<file path="src/rtl/tof_pkg.sv">
// Shared types and width/slice helpers for the time-of-flight ping averager.
package tof_pkg;

    typedef enum logic {
        IDLE = 1'b0,
        RUN  = 1'b1
    } state_t;

    function automatic int acc_width(input int cnt_w, input int avg_log2);
        return cnt_w + avg_log2;
    endfunction

    function automatic int hit_width(input int avg_log2);
        return avg_log2 + 1;
    endfunction

    function automatic int slice_lo(input int ch, input int w);
        return ch * w;
    endfunction

endpackage

</file>
<file path="src/rtl/tof_chan_capture.sv">
// One echo channel: first/last capture within a ping and burst accumulation.
module tof_chan_capture
    import tof_pkg::*;
#(
    parameter int CNT_W    = 12,
    parameter int AVG_LOG2 = 2,
    localparam int ACC_W   = acc_width(CNT_W, AVG_LOG2),
    localparam int HIT_W   = hit_width(AVG_LOG2)
) (
    input  logic             clk,
    input  logic             rst,
    input  logic [CNT_W-1:0] win,
    input  logic             win_ok,
    input  logic             rx,
    input  logic             end_of_ping,
    input  logic             end_of_burst,
    input  logic             clear,
    output logic [ACC_W-1:0] sum_first,
    output logic [ACC_W-1:0] sum_last,
    output logic [HIT_W-1:0] hits
);

    logic             accept;
    logic             hit_p0;
    logic [CNT_W-1:0] first_p0;
    logic [CNT_W-1:0] last_p0;
    logic [ACC_W-1:0] acc_first;
    logic [ACC_W-1:0] acc_last;
    logic [HIT_W-1:0] acc_hits;

    logic             hit_now;
    logic [CNT_W-1:0] first_now;
    logic [CNT_W-1:0] last_now;

    assign accept = win_ok & rx;

    // Ping-inclusive view: an echo on the final window cycle still counts.
    assign hit_now   = hit_p0 | accept;
    assign first_now = hit_p0 ? first_p0 : win;
    assign last_now  = accept ? win : last_p0;

    assign sum_first = acc_first + (hit_now ? {{AVG_LOG2{1'b0}}, first_now} : '0);
    assign sum_last  = acc_last  + (hit_now ? {{AVG_LOG2{1'b0}}, last_now}  : '0);
    assign hits      = acc_hits  + {{AVG_LOG2{1'b0}}, hit_now};

    // ---- capture / accumulate stage ----
    always_ff @(posedge clk) begin
        if (rst || clear) begin
            hit_p0    <= 1'b0;
            first_p0  <= '0;
            last_p0   <= '0;
            acc_first <= '0;
            acc_last  <= '0;
            acc_hits  <= '0;
        end else if (end_of_ping) begin
            hit_p0   <= 1'b0;
            first_p0 <= '0;
            last_p0  <= '0;
            if (end_of_burst) begin
                acc_first <= '0;
                acc_last  <= '0;
                acc_hits  <= '0;
            end else begin
                acc_first <= sum_first;
                acc_last  <= sum_last;
                acc_hits  <= hits;
            end
        end else if (accept) begin
            hit_p0  <= 1'b1;
            last_p0 <= win;
            if (!hit_p0) begin
                first_p0 <= win;
            end
        end
    end

endmodule

</file>
<file path="src/rtl/tof_ping_averager.sv">
// Ping/echo time-of-flight engine averaging over bursts of 2^AVG_LOG2 pings.
// Optional echo acceptance gate enabled by defining TOF_ECHO_GATE_EN.
module tof_ping_averager
    import tof_pkg::*;
#(
    parameter int NCH      = 2,
    parameter int CNT_W    = 12,
    parameter int AVG_LOG2 = 2,
    parameter int BLANK    = 16,
    localparam int ACC_W   = acc_width(CNT_W, AVG_LOG2),
    localparam int HIT_W   = hit_width(AVG_LOG2)
) (
    input  logic                 clk,
    input  logic                 rst,
    input  logic                 start,
    input  logic                 stop,
    input  logic [CNT_W-1:0]     period,
`ifdef TOF_ECHO_GATE_EN
    input  logic [CNT_W-1:0]     gate_lo,
    input  logic [CNT_W-1:0]     gate_hi,
`endif
    input  logic [NCH-1:0]       rx_stb,
    output logic                 tx_stb,
    output logic                 busy,
    output logic                 res_valid,
    output logic [NCH*ACC_W-1:0] res_first,
    output logic [NCH*ACC_W-1:0] res_last,
    output logic [NCH*HIT_W-1:0] res_hits
);

    localparam logic [CNT_W-1:0] MIN_PERIOD = CNT_W'(BLANK + 2);
    localparam logic [CNT_W-1:0] BLANK_W    = CNT_W'(BLANK);

    state_t                state;
    state_t                state_nxt;
    logic                  run;
    logic                  go;
    logic [CNT_W-1:0]      eff_period;
    logic [CNT_W-1:0]      win;
    logic [AVG_LOG2-1:0]   pidx;
    logic                  end_of_ping;
    logic                  end_of_burst;
    logic                  win_ok;
    logic [NCH*ACC_W-1:0]  sum_first_all;
    logic [NCH*ACC_W-1:0]  sum_last_all;
    logic [NCH*HIT_W-1:0]  hits_all;

    always_comb begin
        state_nxt = state;
        case (state)
            IDLE:    if (start && !stop) state_nxt = RUN;
            RUN:     if (stop)           state_nxt = IDLE;
            default: state_nxt = IDLE;
        endcase
    end

    assign run          = (state == RUN);
    assign go           = (state == IDLE) && start && !stop;
    assign end_of_ping  = run && (win == eff_period - 1'b1);
    assign end_of_burst = end_of_ping && (pidx == {AVG_LOG2{1'b1}});
    assign tx_stb       = run && (win == '0);
    assign busy         = run;

`ifdef TOF_ECHO_GATE_EN
    logic [CNT_W-1:0] lo_bound;
    logic [CNT_W-1:0] hi_bound;

    always_ff @(posedge clk) begin
        if (rst) begin
            lo_bound <= '0;
            hi_bound <= '0;
        end else if (go) begin
            lo_bound <= (gate_lo > BLANK_W) ? gate_lo : BLANK_W;
            hi_bound <= gate_hi;
        end
    end

    assign win_ok = run && (win >= lo_bound) && (win <= hi_bound);
`else
    assign win_ok = run && (win >= BLANK_W);
`endif

    // ---- control stage: FSM, period latch, window/ping counters ----
    always_ff @(posedge clk) begin
        if (rst) begin
            state      <= IDLE;
            eff_period <= MIN_PERIOD;
            win        <= '0;
            pidx       <= '0;
        end else begin
            state <= state_nxt;
            if (go) begin
                eff_period <= (period < MIN_PERIOD) ? MIN_PERIOD : period;
                win        <= '0;
                pidx       <= '0;
            end else if (run) begin
                if (stop) begin
                    win  <= '0;
                    pidx <= '0;
                end else if (end_of_ping) begin
                    win  <= '0;
                    pidx <= pidx + 1'b1;
                end else begin
                    win <= win + 1'b1;
                end
            end
        end
    end

    for (genvar c = 0; c < NCH; c++) begin : g_chan
        tof_chan_capture #(
            .CNT_W    (CNT_W),
            .AVG_LOG2 (AVG_LOG2)
        ) u_chan (
            .clk          (clk),
            .rst          (rst),
            .win          (win),
            .win_ok       (win_ok),
            .rx           (rx_stb[c]),
            .end_of_ping  (end_of_ping),
            .end_of_burst (end_of_burst),
            .clear        (!run),
            .sum_first    (sum_first_all[slice_lo(c, ACC_W) +: ACC_W]),
            .sum_last     (sum_last_all[slice_lo(c, ACC_W) +: ACC_W]),
            .hits         (hits_all[slice_lo(c, HIT_W) +: HIT_W])
        );
    end

    // ---- result stage: snapshot of the completed burst ----
    always_ff @(posedge clk) begin
        if (rst) begin
            res_valid <= 1'b0;
            res_first <= '0;
            res_last  <= '0;
            res_hits  <= '0;
        end else begin
            res_valid <= end_of_burst;
            if (end_of_burst) begin
                res_first <= sum_first_all;
                res_last  <= sum_last_all;
                res_hits  <= hits_all;
            end
        end
    end

endmodule

</file>
<file path="config.mk">
export PLATFORM = sky130hd
export DESIGN_NAME = tof_ping_averager
export DESIGN_NICKNAME = d
export VERILOG_FILES = /design/src/rtl/tof_pkg.sv /design/src/rtl/tof_chan_capture.sv /design/src/rtl/tof_ping_averager.sv
export SDC_FILE = /design/constraint.sdc
export NUM_CORES = 1
export LEC_CHECK = 0
export ABC_CLOCK_PERIOD_IN_PS = 3390
export BUFFER_PORTS_ARGS = -buffer_cell sky130_fd_sc_hd__buf_4
export CAP_MARGIN = 20
export CORE_MARGIN = 1
export CORE_UTILIZATION = 55
export CTS_CLUSTER_DIAMETER = 60
export DETAILED_ROUTE_END_ITERATION = 6
export GPL_ROUTABILITY_DRIVEN = 0
export PLACE_DENSITY = 0.77
export SETUP_SLACK_MARGIN = 0.1
export SYNTH_ARGS = -nofsm -noshare
export SYNTH_HDL_FRONTEND = slang
export SYNTH_SLANG_ARGS = --single-unit
</file>
<file path="constraint.sdc">
create_clock -name clk -period 3.39 [get_ports clk]
set_input_delay 0.339 -clock clk [delete_from_list [all_inputs] [get_ports clk]]
set_output_delay 0.339 -clock clk [all_outputs]
set_load 0.02 [all_outputs]
</file>
---- Word level (Yosys, flattened, before mapping) ----
Index checks and enable logic that the tools add are counted.
word-level totals
  register bits ........................... 202
  input port bits ......................... 18
  output and inout bits ................... 65
  logic and storage cells ................. 75
cells by class
  add/subtract/negate cells ............... 9
  magnitude comparators ................... 2
  equal/unequal tests ..................... 2
  multiplexer cells ....................... 22
  bitwise gates (word level) .............. 5
  reductions and logical operators ........ 15
operators with widths
  cell                     count
  $mux W12                 11
  $add A14 B14 Y14         4
  $mux W14                 4
  $add A12 B1 Y12 const B  1
  $eq A12 B12 Y1           1
  $ge A12 B5 Y1 const B    1
  $logic_not A12 Y1        1
  $lt A12 B5 Y1 const B    1
  $sub A12 B1 Y12 const B  1
  $logic_and A1 B1 Y1      7
  $add A3 B1 Y3            2
  $mux W3                  2
  $mux W2                  2
  $reduce_or A2 Y1         2
  $add A2 B1 Y2 const B    1
  $and A1 B1 Y1            2
  $eq A2 B2 Y1 const B     1
  $logic_not A1 Y1         2
  $mux W1                  2
  $or A1 B1 Y1             2
  $pmux W1 S2              1
  $reduce_and A2 Y1        1
  $reduce_bool A2 Y1       1
  $logic_or A1 B1 Y1       1
  $not A1 Y1               1

---- Longest topological paths before layout ----
  depth in word-level cells ............... 7
  mapped depth ............................ 18

---- By module ----
From an unflattened synthesis, not the netlist that was laid out.
unflattened totals
  cells, all modules ...................... 1169
  area, all modules ....................... 10321.1 µm²
by module, submodules not included
  module                               times used  cells an instance  area an instance (µm²)  seq. area each (µm²)
  tof_ping_averager                    1           394                3923.8                  1801.7
  tof_chan_capture (g_chan[1].u_chan)  1           388                3209.3                  1121.1
  tof_chan_capture (g_chan[0].u_chan)  1           387                3188.1                  1121.1

---- Least setup slack after synthesis ----
No wires, ideal clock.
  kind .................................... register to register
  start ................................... register state, in the netlist busy
  end ..................................... register g_chan[0].u_chan.acc_first[12]
  data arrival time ....................... 3618 ps
  slack ................................... -304 ps
  stages on the path, launching flop included .. 17
  period minus slack after synthesis ...... 3694 ps
  cell sequence ........................... dfxtp_1 > clkbuf_1 > clkbuf_1 > nand3_1 > nor2_1 > clkbuf_1 > nand2_1 > nand2_1 > ha_1 > inv_1 > fa_1 > nor2b_1 > o31ai_1 > a211o_1 > a31o_2 > or3_1 > o22ai_1
on the way
  word-level cells in the longest chain between the ends .. 6
  elaborated cells between the ends (all ways) .. 10
  classes of those cells .................. 1 x add/sub; 2 x mux; 2 x bitwise; 5 x reduce/logical
ends and longest elaborated chain
  element                 line                     source
  start, declared         tof_ping_averager.sv:34  state_t state;
  start signal, assigned  tof_ping_averager.sv:91  state <= state_nxt;
  $logic_and A1 B1 Y1     tof_ping_averager.sv:80  assign win_ok = run && (win >= BLANK_W);
  $and A1 B1 Y1           tof_chan_capture.sv:35   assign accept = win_ok & rx;
  $or A1 B1 Y1            tof_chan_capture.sv:38   assign hit_now = hit_p0 | accept;
  $mux W12                tof_chan_capture.sv:42   assign sum_first = acc_first + (hit_now ? {{AVG_LOG2{1'b0}}, first_now} : '0);
  $add A14 B14 Y14        tof_chan_capture.sv:42
  $mux W14                tof_chan_capture.sv:59   if (end_of_burst) begin
  end signal, assigned    tof_chan_capture.sv:64   acc_first <= sum_first;
  end, declared           tof_chan_capture.sv:27   logic [ACC_W-1:0] acc_first;
Several ways; a longest one is shown, not always the timed one.
A chain may end at the register's enable or synchronous reset.

---- Worst setup path after layout ----
  start ................................... register win[7]
  end ..................................... register res_last[24]
on the way
  word-level cells in the longest chain between the ends .. 6
  elaborated cells between the ends (all ways) .. 10
  classes of those cells .................. 1 x add/sub; 1 x order compare; 1 x eq/ne; 2 x mux; 2 x bitwise; 3 x reduce/logical
ends and longest elaborated chain
  element                                   line                      source
  start, declared                           tof_ping_averager.sv:39   logic [CNT_W-1:0] win;
  start signal, assigned                    tof_ping_averager.sv:104  win <= win + 1'b1;
  $ge A12 B5 Y1                             tof_ping_averager.sv:80
  $logic_and A1 B1 Y1                       tof_ping_averager.sv:80
  $and A1 B1 Y1                             tof_chan_capture.sv:35
  $mux W12 or $or A1 B1 Y1 (tied branches)  --
  $mux W12                                  tof_chan_capture.sv:43    assign sum_last = acc_last + (hit_now ? {{AVG_LOG2{1'b0}}, last_now} : '0);
  $add A14 B14 Y14                          tof_chan_capture.sv:43
  end signal, assigned                      tof_ping_averager.sv:140  res_last <= sum_last_all;
  end, declared                             tof_ping_averager.sv:27   output logic [NCH*ACC_W-1:0] res_last,
Several ways; a longest one is shown, not always the timed one.

==> results by group <==
Power and ir drop
  – Pwr Total: about 5 mW
  – Peak supply drop: 0.375 mV
  – Pwr dens: between 300 and 400 mW/mm2
  – LEAKAGE: a little over 5 nW

Placed design
  – Placed cells: between 1,500 and 2,000
  – Dpl hpwl: about 20,000 um
  – Number of port buffers: a little over 80

STA
  – RSZ-0062 raised after global routing: yes
  – Pins over their slew limit: 0
  – Clock Skew: 0.0227 ns
  – Fin crit share: between 90% and 100%
  – Period minus WS final: approximately 3.3 ns
  – Worst slew margin: between 30% and 40%
  – Setup TNS: 0 ns
  – Max Freq: roughly 300 MHz
  – Hold_ws: 0.0289 ns
  – Worst-Margin Slew: between 1 and 1.5 ns
  – # setup viols final: 0
  – Final hold violations: 0

Detailed routing
  – Initial DRC count: roughly 640
  – DRC Markers: 0
  – Wire length on met1: approximately 13,000 um
  – WL met2: around 13,000 um
  – DRT Pass-1 Iters: 7
  – Post-route ant nets: 0
  – Met3 WL: 1990 um
  – Top layer in use: met4
  – WL per Instance: ~17 um
  – DRT Wirelength: just under 30,000 um
  – Via count: 10,100
  – Via/cell ratio: between 5 and 6

Logic synthesis
  – Cells after Synth: approximately 1,400
  – Post-synthesis sequential area ratio: a little under two fifths
  – Top-count cell post-synth: nand2_1
  – FF+latch count, synth: 202
  – Fraction of registers with async set/reset: 0%
  – Share of the synthesized area in the top cell type: a little under two fifths
  – Synth area leaders: dfxtp_1 37%, nand2_1 11%, a21oi_1 7.7%, ha_1 6.5%, xnor2_1 2.8%
  – Primary FF master, synth: dfxtp_1
  – Post-Syn Area per Cell: about 7.8 um2
  – Yosys warns: 0
  – Cell taking the most area after synthesis: dfxtp_1
  – Library cells used by synthesis: between 60 and 70
  – Mapped Nets: ~1,500
  – Most instantiated cells after synthesis: 330 x nand2_1, 202 x dfxtp_1, 165 x a21oi_1
  – Mapped cell area: between 0.01 and 0.015 mm2
  – Post-synth EDFFs: 0

Global route
  – Initial antenna violation count: 0
  – Global route overflow: 0
  – Vias in the first global route: between 9,000 and 10,000
  – Gr usage total: 28.5%
  – First-pass GRT wire length: approximately 46,000 um
  – Largest net degree at the start of global routing: 63

Clock network
  – CTS sink count: approximately 200
  – Num CTS Buffers: 22
  – Worst-path clk slew: ~0.060 ns
  – CTS max path bufs: 3
  – Root buffer cell: clkbuf_16
  – TritonCTS clock tree: built
  – Clock Latency Late Sink: 0.52 ns
  – H-tree depth: 1

Finish
  – Non-filler cells, final: 1,743
  – ANT cells: 0
  – Layout cells sized above 1: between 10% and 20%
  – Area grow syn2layout: 19.6%
  – Core Util, Final: between 60 and 70%
  – Fillcell total: roughly 1,600
  – Final #Nets: around 1,500
  – Register area: around 0.0040 mm2
  – Multi-input logic area: between 0.006 and 0.007 mm2

Floorplan
  – Die area: between 0.02 and 0.025 mm2
  – Die X: 142 um
  – Initial Utilization: between 50% and 60%
  – I/O Pins: 83
  – Die H: 142 um
  – Site Rows: 50
  – Core Area: 0.0190 mm2

Worst setup path
  – Crit path max fanout: 12
  – R2r endpoint: res_last[24]$_SDFFE_PP0P_
  – Crit path from: win[7]$_SDFFE_PP0P_
  – Setup slack, reg-to-reg: approximately 0.042 ns
  – WS Path Type: reg -> reg
  – R2r startpoint: win[7]$_SDFFE_PP0P_
  – Worst EP required: around 3.8 ns
  – CP Capture Type: flop
  – CP startpoint kind: flop
  – Reg2reg path depth: 18
  – Critical Path AT: ~3.8 ns

Worst hold path
  – Hold_sp: period[0]
  – Worst min path class: in -> reg
  – Hold path depth: 3
  – Hold EP: eff_period[0]$_SDFFE_PP0P_

Run status
  – Status: complete, no violations

Flow run
  – Max-cap violation count: 0
==> stage by stage <==
stage / setup slack, ns / cell area, um2
after floorplan: 0.0599 / 10800
after global placement: 0.130 / 11900
after detailed placement: -0.127 / 11900
after CTS: 0.102 / 12600
after global routing: -0.109 / 12900
final: 0.0424 / 12900
==> report_power, final <==
| part | internal (mW) | switching (mW) | total [mW] |
|---|---|---|---|
| clock | 1.47 | 1.01 | 2.48 |
| combinational | 0.0467 | 0.0803 | 0.127 |
| sequential | 2.38 | 0.0155 | 2.40 |
==> worst max-delay path by stage <==
stage / to / slack (ns) / cells past startpoint
2_1_floorplan: g_chan[0].u_chan.acc_first[12]$_SDFFE_PP0P_ / 0.06 / 17
3_3_place_gp: g_chan[0].u_chan.acc_last[12]$_SDFFE_PP0P_ / 0.13 / 16
3_5_place_dp: g_chan[0].u_chan.acc_last[12]$_SDFFE_PP0P_ / -0.13 / 16
4_1_cts: g_chan[0].u_chan.acc_last[12]$_SDFFE_PP0P_ / 0.10 / 16
5_1_grt: res_last[24]$_SDFFE_PP0P_ / -0.11 / 18
6_report: res_last[24]$_SDFFE_PP0P_ / 0.04 / 18
==> per-layer routing <==
metal	vias up	GRT usage, %
li1	4933	-
met2	400	47.9
met1	4714	38.2
met5	-	0
met3	65	3.43
met4	0	8.49
==> layout make-up <==
type	instances	share of cell area, %
clock buffer	25	4.51
clock inverter	15	1.31
inverter	45	1.31
multi-input combinational	1055	50.4
sequential	202	31.4
tap	260	2.52
timing repair buffer	141	8.61
==> worst max-delay path, cell delays in order (launching register included) <==
cell and delay, ns:
dfxtp_1 0.32, nor4_2 0.28, nand2_1 0.13, buf_4 0.17, and3_1 0.20, buf_6 0.15
nand2_1 0.09, nand2_1 0.08, ha_2 0.18, inv_1 0.07, fa_2 0.20, nor2b_2 0.06
o31ai_2 0.28, a31oi_1 0.16, a311o_1 0.41, buf_4 0.16, xor2_2 0.15, nand2_1 0.09
a21oi_2 0.13
==> placed cells by master, fill, tap and decap left out, types with 8 or more instances in the layout <==
cell,instances
xor2_1,30
ha_1,48
dfxtp_1,200
nand2_1,329
mux2i_1,23
or3_1,31
o21a_1,12
or4_1,8
nor2_1,44
nor2b_1,11
nand2b_1,11
xnor2_1,33
clkinv_2,8
clkbuf_16,22
o21ai_0,25
a21oi_1,160
o21bai_1,9
inv_1,43
buf_4,136
and2_1,27
a22o_1,10
nor3_1,25
nand3_1,40
a211oi_1,10
a21o_1,16
and3_1,15
==> state kept, by name (all words and copies together) (netlist names) <==
name / count
g_chan.u_chan.first_p0: 24
eff_period: 12
res_first: 28
res_valid: 1
res_last: 28
pidx: 2
g_chan.u_chan.last_p0: 24
g_chan.u_chan.acc_first: 28
busy: 1
g_chan.u_chan.acc_last: 28
win: 12
res_hits: 6
g_chan.u_chan.hit_p0: 2
g_chan.u_chan.acc_hits: 6
==> cell families after synthesis <==
logic type               after synthesis  share of synthesized area, %
flip-flops                           202                          37.5
AND/OR/NAND/NOR                      586                          24.9
XOR/XNOR                              66                          5.36
buffers and inverters                129                          4.68
AO/OA/AOI/OAI                        320                          18.3
multiplexers                          23                          2.13
adder cells (fa/ha/maj)               60                          7.23
==> timing repair <==
item | CTS | global route
resized for setup | 3 | 56
pin swaps | 4 | 22
setup buffers | 2 | 7
setup endpoints to repair | 12 | 65
hold buffers | 0 | 0
Note: power is estimated with default switching activity, not from simulation.
